## src/rtl/opc_sram_pkg.sv

```systemverilog
// Shared definitions for the OPC7 32-bit to 16-bit async SRAM responder.
package opc_sram_pkg;

  typedef enum logic [3:0] {
    IDLE,
    RD_LO,
    RD_HI,
    WR_SETUP_LO,
    WR_PULSE_LO,
    WR_HOLD_LO,
    WR_SETUP_HI,
    WR_PULSE_HI,
    WR_HOLD_HI,
    DONE
  } sram_state_t;

  localparam int WAIT_MIN = 1;
  localparam int WAIT_MAX = 15;

endpackage

```

## src/rtl/sram32_responder.sv

```systemverilog
// Splits each 32-bit CPU access into two 16-bit async SRAM cycles, low half first.
// All pin outputs are registered and are derived from the next state.
module sram32_responder
  import opc_sram_pkg::*;
#(
  parameter int WAIT_STATES = 1,
  parameter int SRAM_AW     = 18
) (
  input  logic               clk,
  input  logic               reset,
  input  logic               req,
  input  logic               rnw,
  input  logic [SRAM_AW-2:0] address,
  input  logic [31:0]        din,
  output logic [31:0]        dout,
  output logic               ready,
  output logic [SRAM_AW-1:0] sram_adr,
  output logic               sram_cs_b,
  output logic               sram_oe_b,
  output logic               sram_we_b,
  output logic [15:0]        sram_dq_out,
  output logic               sram_dq_oe,
  input  logic [15:0]        sram_dq_in
);

  localparam logic [3:0] WLAST = 4'(WAIT_STATES - 1);

  sram_state_t        state_q, state_d;
  logic [3:0]         cnt_q, cnt_d;
  logic [SRAM_AW-2:0] addr_q, addr_d;
  logic [31:0]        din_q, din_d;
  logic [31:0]        dout_q, dout_d;
  logic               ready_q, ready_d;
  logic [SRAM_AW-1:0] adr_q, adr_d;
  logic               cs_b_q, cs_b_d;
  logic               oe_b_q, oe_b_d;
  logic               we_b_q, we_b_d;
  logic [15:0]        dq_out_q, dq_out_d;
  logic               dq_oe_q, dq_oe_d;
  logic               cnt_last;

  assign cnt_last = (cnt_q == WLAST);

  always_comb begin
    state_d  = state_q;
    cnt_d    = cnt_q;
    addr_d   = addr_q;
    din_d    = din_q;
    dout_d   = dout_q;
    adr_d    = adr_q;
    dq_out_d = dq_out_q;
    case (state_q)
      IDLE: if (req) begin
        addr_d   = address;
        din_d    = din;
        cnt_d    = '0;
        adr_d    = {address, 1'b0};
        dq_out_d = din[15:0];
        state_d  = rnw ? RD_LO : WR_SETUP_LO;
      end
      RD_LO: if (cnt_last) begin
        cnt_d        = '0;
        dout_d[15:0] = sram_dq_in;
        adr_d        = {addr_q, 1'b1};
        state_d      = RD_HI;
      end else cnt_d = cnt_q + 4'd1;
      RD_HI: if (cnt_last) begin
        cnt_d         = '0;
        dout_d[31:16] = sram_dq_in;
        state_d       = DONE;
      end else cnt_d = cnt_q + 4'd1;
      WR_SETUP_LO: state_d = WR_PULSE_LO;
      WR_PULSE_LO: if (cnt_last) begin
        cnt_d   = '0;
        state_d = WR_HOLD_LO;
      end else cnt_d = cnt_q + 4'd1;
      // address and data only move once we_b has been high for a full cycle
      WR_HOLD_LO: begin
        adr_d    = {addr_q, 1'b1};
        dq_out_d = din_q[31:16];
        state_d  = WR_SETUP_HI;
      end
      WR_SETUP_HI: state_d = WR_PULSE_HI;
      WR_PULSE_HI: if (cnt_last) begin
        cnt_d   = '0;
        state_d = WR_HOLD_HI;
      end else cnt_d = cnt_q + 4'd1;
      WR_HOLD_HI: state_d = DONE;
      DONE:       state_d = IDLE;
      default:    state_d = IDLE;
    endcase

    cs_b_d  = (state_d == IDLE) || (state_d == DONE);
    oe_b_d  = !((state_d == RD_LO) || (state_d == RD_HI));
    we_b_d  = !((state_d == WR_PULSE_LO) || (state_d == WR_PULSE_HI));
    dq_oe_d = !cs_b_d && oe_b_d;
    ready_d = (state_d == DONE);
  end

  always_ff @(posedge clk or posedge reset) begin
    if (reset) begin
      state_q  <= IDLE;
      cnt_q    <= '0;
      addr_q   <= '0;
      din_q    <= '0;
      dout_q   <= '0;
      ready_q  <= 1'b0;
      adr_q    <= '0;
      cs_b_q   <= 1'b1;
      oe_b_q   <= 1'b1;
      we_b_q   <= 1'b1;
      dq_out_q <= '0;
      dq_oe_q  <= 1'b0;
    end else begin
      state_q  <= state_d;
      cnt_q    <= cnt_d;
      addr_q   <= addr_d;
      din_q    <= din_d;
      dout_q   <= dout_d;
      ready_q  <= ready_d;
      adr_q    <= adr_d;
      cs_b_q   <= cs_b_d;
      oe_b_q   <= oe_b_d;
      we_b_q   <= we_b_d;
      dq_out_q <= dq_out_d;
      dq_oe_q  <= dq_oe_d;
    end
  end

  assign dout        = dout_q;
  assign ready       = ready_q;
  assign sram_adr    = adr_q;
  assign sram_cs_b   = cs_b_q;
  assign sram_oe_b   = oe_b_q;
  assign sram_we_b   = we_b_q;
  assign sram_dq_out = dq_out_q;
  assign sram_dq_oe  = dq_oe_q;

  a_no_contention: assert property (@(posedge clk) disable iff (reset)
    !(sram_dq_oe && !sram_oe_b));
  a_wait_range: assert property (@(posedge clk)
    (WAIT_STATES >= WAIT_MIN) && (WAIT_STATES <= WAIT_MAX));

endmodule

```

## config.mk

```make
export PLATFORM = sky130hd
export DESIGN_NAME = sram32_responder
export DESIGN_NICKNAME = d
export VERILOG_FILES = /design/src/rtl/opc_sram_pkg.sv /design/src/rtl/sram32_responder.sv
export SDC_FILE = /design/constraint.sdc
export NUM_CORES = 1
export LEC_CHECK = 0
export CORE_ASPECT_RATIO = 1.1
export CORE_MARGIN = 3
export CORE_UTILIZATION = 49
export CTS_BUF_LIST = sky130_fd_sc_hd__clkbuf_4 sky130_fd_sc_hd__clkbuf_8
export CTS_CLUSTER_SIZE = 12
export DETAILED_ROUTE_END_ITERATION = 10
export PLACE_DENSITY = 0.82
export SYNTH_ARGS = -nofsm -noshare
export SYNTH_HDL_FRONTEND = slang
export SYNTH_SLANG_ARGS = --single-unit
```

## constraint.sdc

```tcl
create_clock -name clk -period 3.8 [get_ports clk]
set_input_delay 0.38 -clock clk [delete_from_list [all_inputs] [get_ports clk]]
set_output_delay 0.38 -clock clk [all_outputs]
set_load 0.05 [all_outputs]
```

# == After elaboration in Yosys (flattened, before gate mapping) ==
# Index checks and enable logic that the tools add are counted.
# op_classes
add_sub_neg,1
mux,15
n_reduce_logical,20
eq_ne,15
# op_table
operator,n
18-bit one-hot mux with 3 select lines,1
18-bit two-way mux,2
4-bit one-hot mux with 9 select lines,1
16-bit one-hot mux with 2 select lines,1
4-bit two-way mux,7
4-bit by 3-bit equality test with 1-bit output (second input constant),6
16-bit two-way mux,1
4-bit by 2-bit equality test with 1-bit output (second input constant),3
4-bit zero test,3
2-bit AND reduction,5
4-bit by 1-bit equality test with 1-bit output (second input constant),2
4-bit equality test (second input constant),2
4-bit one-hot mux with 2 select lines,1
4-bit by 1-bit adder with 4-bit output (second input constant),1
2-bit inequality test (second input constant),2
2-bit nonzero test,2
4-bit OR reduction,1
1-bit zero test,3
1-bit logical OR,3
3-bit AND reduction,1
3-bit nonzero test,1
2-bit two-way mux,1
1-bit logical AND,1
# totals
in_bits,69
ff_bits,128

# == Logic depth before layout (Yosys ltp) ==
# logic_depth
ltp_word,7
ltp_mapped,9

# == Worst setup path after synthesis ==
# OpenSTA, ideal clock, no wires.
# synth_timing
path_kind,register -> register
from,reg cnt_q[0]
to,reg adr_q[14] (netlist: sram_adr[14])
t_arrival_ns,1.784
setup_ns,0.130
path_buffers,2
path_stages_with_launch,10
setup_slack_ns,1.886
cell_sequence,dfrtp_1 > inv_1 > ha_1 > nor3b_2 > o21ai_0 > and2_1 > clkbuf_1 > buf_2 > nand2_1 > o21ai_0
# synth_via
elab_chain_len,3
# synth_lines
item,line,rtl
start: declaration,sram32_responder.sv:29,"logic [3:0] cnt_q, cnt_d;"
start signal: assignment,sram32_responder.sv:116,cnt_q <= cnt_d;
4-bit zero test,sram32_responder.sv:42,assign cnt_last = (cnt_q == WLAST);
2-bit inequality test (no source line),n/a,
3-bit AND reduction (no source line),n/a,
end signal: assignment,sram32_responder.sv:121,adr_q <= adr_d;
end: declaration,sram32_responder.sv:34,"logic [SRAM_AW-1:0] adr_q, adr_d;"
# No other way between the ends.
# A chain may end at the register's enable or synchronous reset.

# == Final worst setup path ==
# layout_timing
from,reg state_q[2]
to,reg adr_q[16] (netlist: sram_adr[16])
# layout_via
elab_chain_len,3
word_cells_on_any_way,8
classes_between,eq/ne (4); mux (1); reduce/logical (3)
# layout_lines
item,line,rtl
start: declaration,sram32_responder.sv:28,"sram_state_t state_q, state_d;"
start signal: assignment,sram32_responder.sv:115,state_q <= state_d;
"4-bit by 1-bit equality test with 1-bit output, or another cell as far along",sram32_responder.sv:52,case (state_q)
2-bit inequality test (no source line) / 3-bit nonzero test (equally long branches),n/a,
3-bit AND reduction (no source line),n/a,
# Several ways; a longest one is shown, not always the timed one.

==> results.md <==
- Status: finished, final reports clean
- Crit path cell chain: nor2_1 > nand3_1 > buf_4 > and2_1 > o21ai_0
- Post-detailed-routing wire length: 10600 um
- Gr usage total: 0.197
- Initial core utilization: 0.508
- Initial antenna violation count: 0
- Area contributors post-synth: dfrtp_1, nand2_1, mux2i_1, mux2_2, mux2_4
- H-tree depth: 3
- Critical path type: register to register
- Final core occ: 0.678
- Area delta synth->final: 33.5%
- Total power: 6.27 mW
- Routed length on met1: 4590 um
- Unrepaired setup endpoints after global routing: false
- Post-synth EDFFs: 0
- IO buf count: 139
- Crit path largest cell delay: 0.88 ns
- Crit-path slowest cell: and2_1
- PostCTS Resize Cnt: 0
- Die H: 110 um
- Avg WL per Cell: 15.4 um
- Synth unique cells: 46
- Clock Sinks: 112
- Floorplan core area: 9490 um^2
- CTS buffer count: 9
- YS warnings: 0
- GPL Wtd Cong: 0.839
- Worst slew pin tran: 1.04 ns
- Reg-to-reg startpoint: state_q[2]$_DFF_PP0_
- I/O pin total: 140
- GRT Residual Overflow: 0
- Avg Synthesized Cell Area: 11.1 um^2
- Ant diodes: 0
- Top-count cell post-synth: nand2_1
- Synth async-reset ratio: 1.00
- Largest net degree at the start of global routing: 81
- Max cap viols: 0
- HP Class: register to register
- Top Layer Used: met4
- Setup TNS: 0 ns
- Hold path depth: 2
- CP Capture Type: register
- Synth Instances: 435
- Final non-filler cell total: 686
- Rel. slew slack: 0.309
- Min Hold Slack: 0.483 ns
- Fin nets: 635
- DIE AREA: 11100 um^2
- Met3 wire len: 808 um
- Worst-path clk slew: 0.10 ns
- Flop2flop setup slack: 1.18 ns
- CTS root buf: clkbuf_8
- First-pass GRT wire length: 17200 um
- Clock tree buffer depth: 2
- Leakage power: 2.87 nW
- Synth top cells by count: nand2_1, dfrtp_1, mux2i_1
- Syn Nets: 506
- Achievable clock frequency: 0.382 GHz
- Pre-antenna DRT Iters: 4
- Worst path required time: 4.01 ns
- Setup violations, final: 0
- Detail Route Antenna Nets: 0
- Routed vias: 3587
- Drt initial violations: 164
- Ys flop type: dfrtp_1
- Yosys top cell by area: dfrtp_1
- CP delay by family, top: simple AND/OR/NAND/NOR gates
- R2R Path End: sram_adr[16]$_DFFE_PP0P_
- Via density: 5.23
- Die width: 101 um
- Hold path startpoint: din_q[31]$_DFFE_PP0P_
- Fillers: 692
- Post-CTS setup buffer count: 0
- Vias in the first global route: 3628
- CP startpoint kind: register
- Yosys top cell area share: 0.566
- DRC: 0
- #FFs+latches synth: 112
- Worst Path Max Fanout: 36
- Ratio of final minimum period to clock period: 0.690
- Arrival time at the worst endpoint: 2.83 ns
- P per Cell Area: 975 nW/um^2
- CTS tree: done
- Final Skew: 0.0122 ns
- Reg2reg path depth: 5
- Max Slew Vio Count: 0
- Syn Std Cell Area: 4820 um^2
- # placed instances: 670
- Row count: 37
- Worst Hold Path EP: din_q[31]$_DFFE_PP0P_
- Seq/Total Area, Yosys: 0.582
- Worst VDD drop: 0.647 mV
- Bufs and invs on worst path: 1
- Layout cell share with drive strength beyond 1: 0.121
- DR WL met2: 5020 um
- CTS hold repair buffers: 0
- Tmin final: 2.62 ns
- Final hold vios: 0
- Worst skew pair latency: 0.37 ns
- Post-DP HPWL: 7530 um
[flip-flops by register name, indices dropped and copies added, names as in the netlist]
| name | flops |
|---|---|
| cnt_q | 4 |
| sram_dq_oe | 1 |
| sram_dq_out | 16 |
| sram_oe_b | 1 |
| ready | 1 |
| sram_adr | 18 |
| state_q | 4 |
| din_q | 16 |
| sram_we_b | 1 |
| addr_q | 17 |
| dout | 32 |
| sram_cs_b | 1 |
[stage by stage]
step                worst slack, ns  area, um^2
finish                         1.18        6430
global route                  0.871        6430
CTS                            1.18        6430
detailed placement             1.19        6260
global placement               1.32        6260
floorplan                     0.466        4820
[worst register-to-register path, delay by kind of cell, from the launching register on]
kind                   cells  cell delay (ns)
AND/OR/NAND/NOR            3             1.23
flip-flops                 1             0.66
buffers and inverters      1             0.37
AO/OA/AOI/OAI              1             0.22
[cell type report]
class	count	area, um^2	share of cell area
clock buffers	10	131	0.0204
clock inverters	6	43.8	0.00681
inverters	5	21.3	0.00331
multi-input cells	291	1850	0.287
flip-flops and latches	112	2810	0.436
well taps	117	146	0.0228
repair buffers	145	1440	0.223
[where the power goes]
| part | switching, mW | leakage, nW | total (mW) | internal, mW |
|---|---|---|---|---|
| logic | 2.17 | 1.42 | 3.48 | 1.31 |
| clock network | 0.393 | 0.0900 | 0.641 | 0.249 |
| registers | 0.385 | 1.37 | 2.15 | 1.76 |
| total | 2.95 | 2.87 | 6.27 | 3.32 |
[routing by layer]
layer	global-route usage	up-vias
met2	0.326	138
met1	0.257	1722
li1	-	1710
met4	0.0731	0
met5	0	-
met3	0.0403	17
[layout by cell type (no fill, tap or decap), drive strengths merged, types with 2 or more instances in the layout]
| cell type | n |
|---|---|
| dfrtp | 109 |
| mux2 | 32 |
| nor2 | 9 |
| o21ai | 35 |
| and2 | 3 |
| xnor2 | 2 |
| mux2i | 34 |
| inv | 6 |
| dfstp | 3 |
| clkbuf | 10 |
| nand2 | 138 |
| nor3 | 4 |
| nor3b | 2 |
| nand2b | 2 |
| buf | 6 |
| clkinv | 4 |
| ha | 2 |
| a21oi | 3 |
| nand3 | 2 |
| a22o | 2 |
| clkdlybuf4s50 | 139 |
| o31ai | 3 |
| a211oi | 2 |
[cells by family (layout without fill, tap and decap cells)]
| family | after synthesis | count (layout) | share of synthesized area |
|---|---|---|---|
| compound gates | 50 | 50 | 0.0626 |
| xor+xnor | 3 | 3 | 0.00545 |
| fa+ha+maj | 2 | 2 | 0.00519 |
| buf+inv | 32 | 166 | 0.0356 |
| flops | 112 | 112 | 0.582 |
| mux | 66 | 66 | 0.153 |
| simple gates | 170 | 170 | 0.156 |
[worst max-delay path by stage]
stage                     slack (ns)                       end  cells after the start                  from
final                           1.18  sram_adr[16]$_DFFE_PP0P_                      5  state_q[2]$_DFF_PP0_
after global routing            0.87  sram_adr[16]$_DFFE_PP0P_                      5  state_q[2]$_DFF_PP0_
after CTS                       1.18  sram_adr[16]$_DFFE_PP0P_                      5  state_q[2]$_DFF_PP0_
after detailed placement        1.19  sram_adr[16]$_DFFE_PP0P_                      5  state_q[2]$_DFF_PP0_
after global placement          1.32  sram_adr[15]$_DFFE_PP0P_                      5                   req
after floorplan                 0.47     addr_q[0]$_DFFE_PP0P_                      1                 reset
Power figures use the tool's default switching activity.
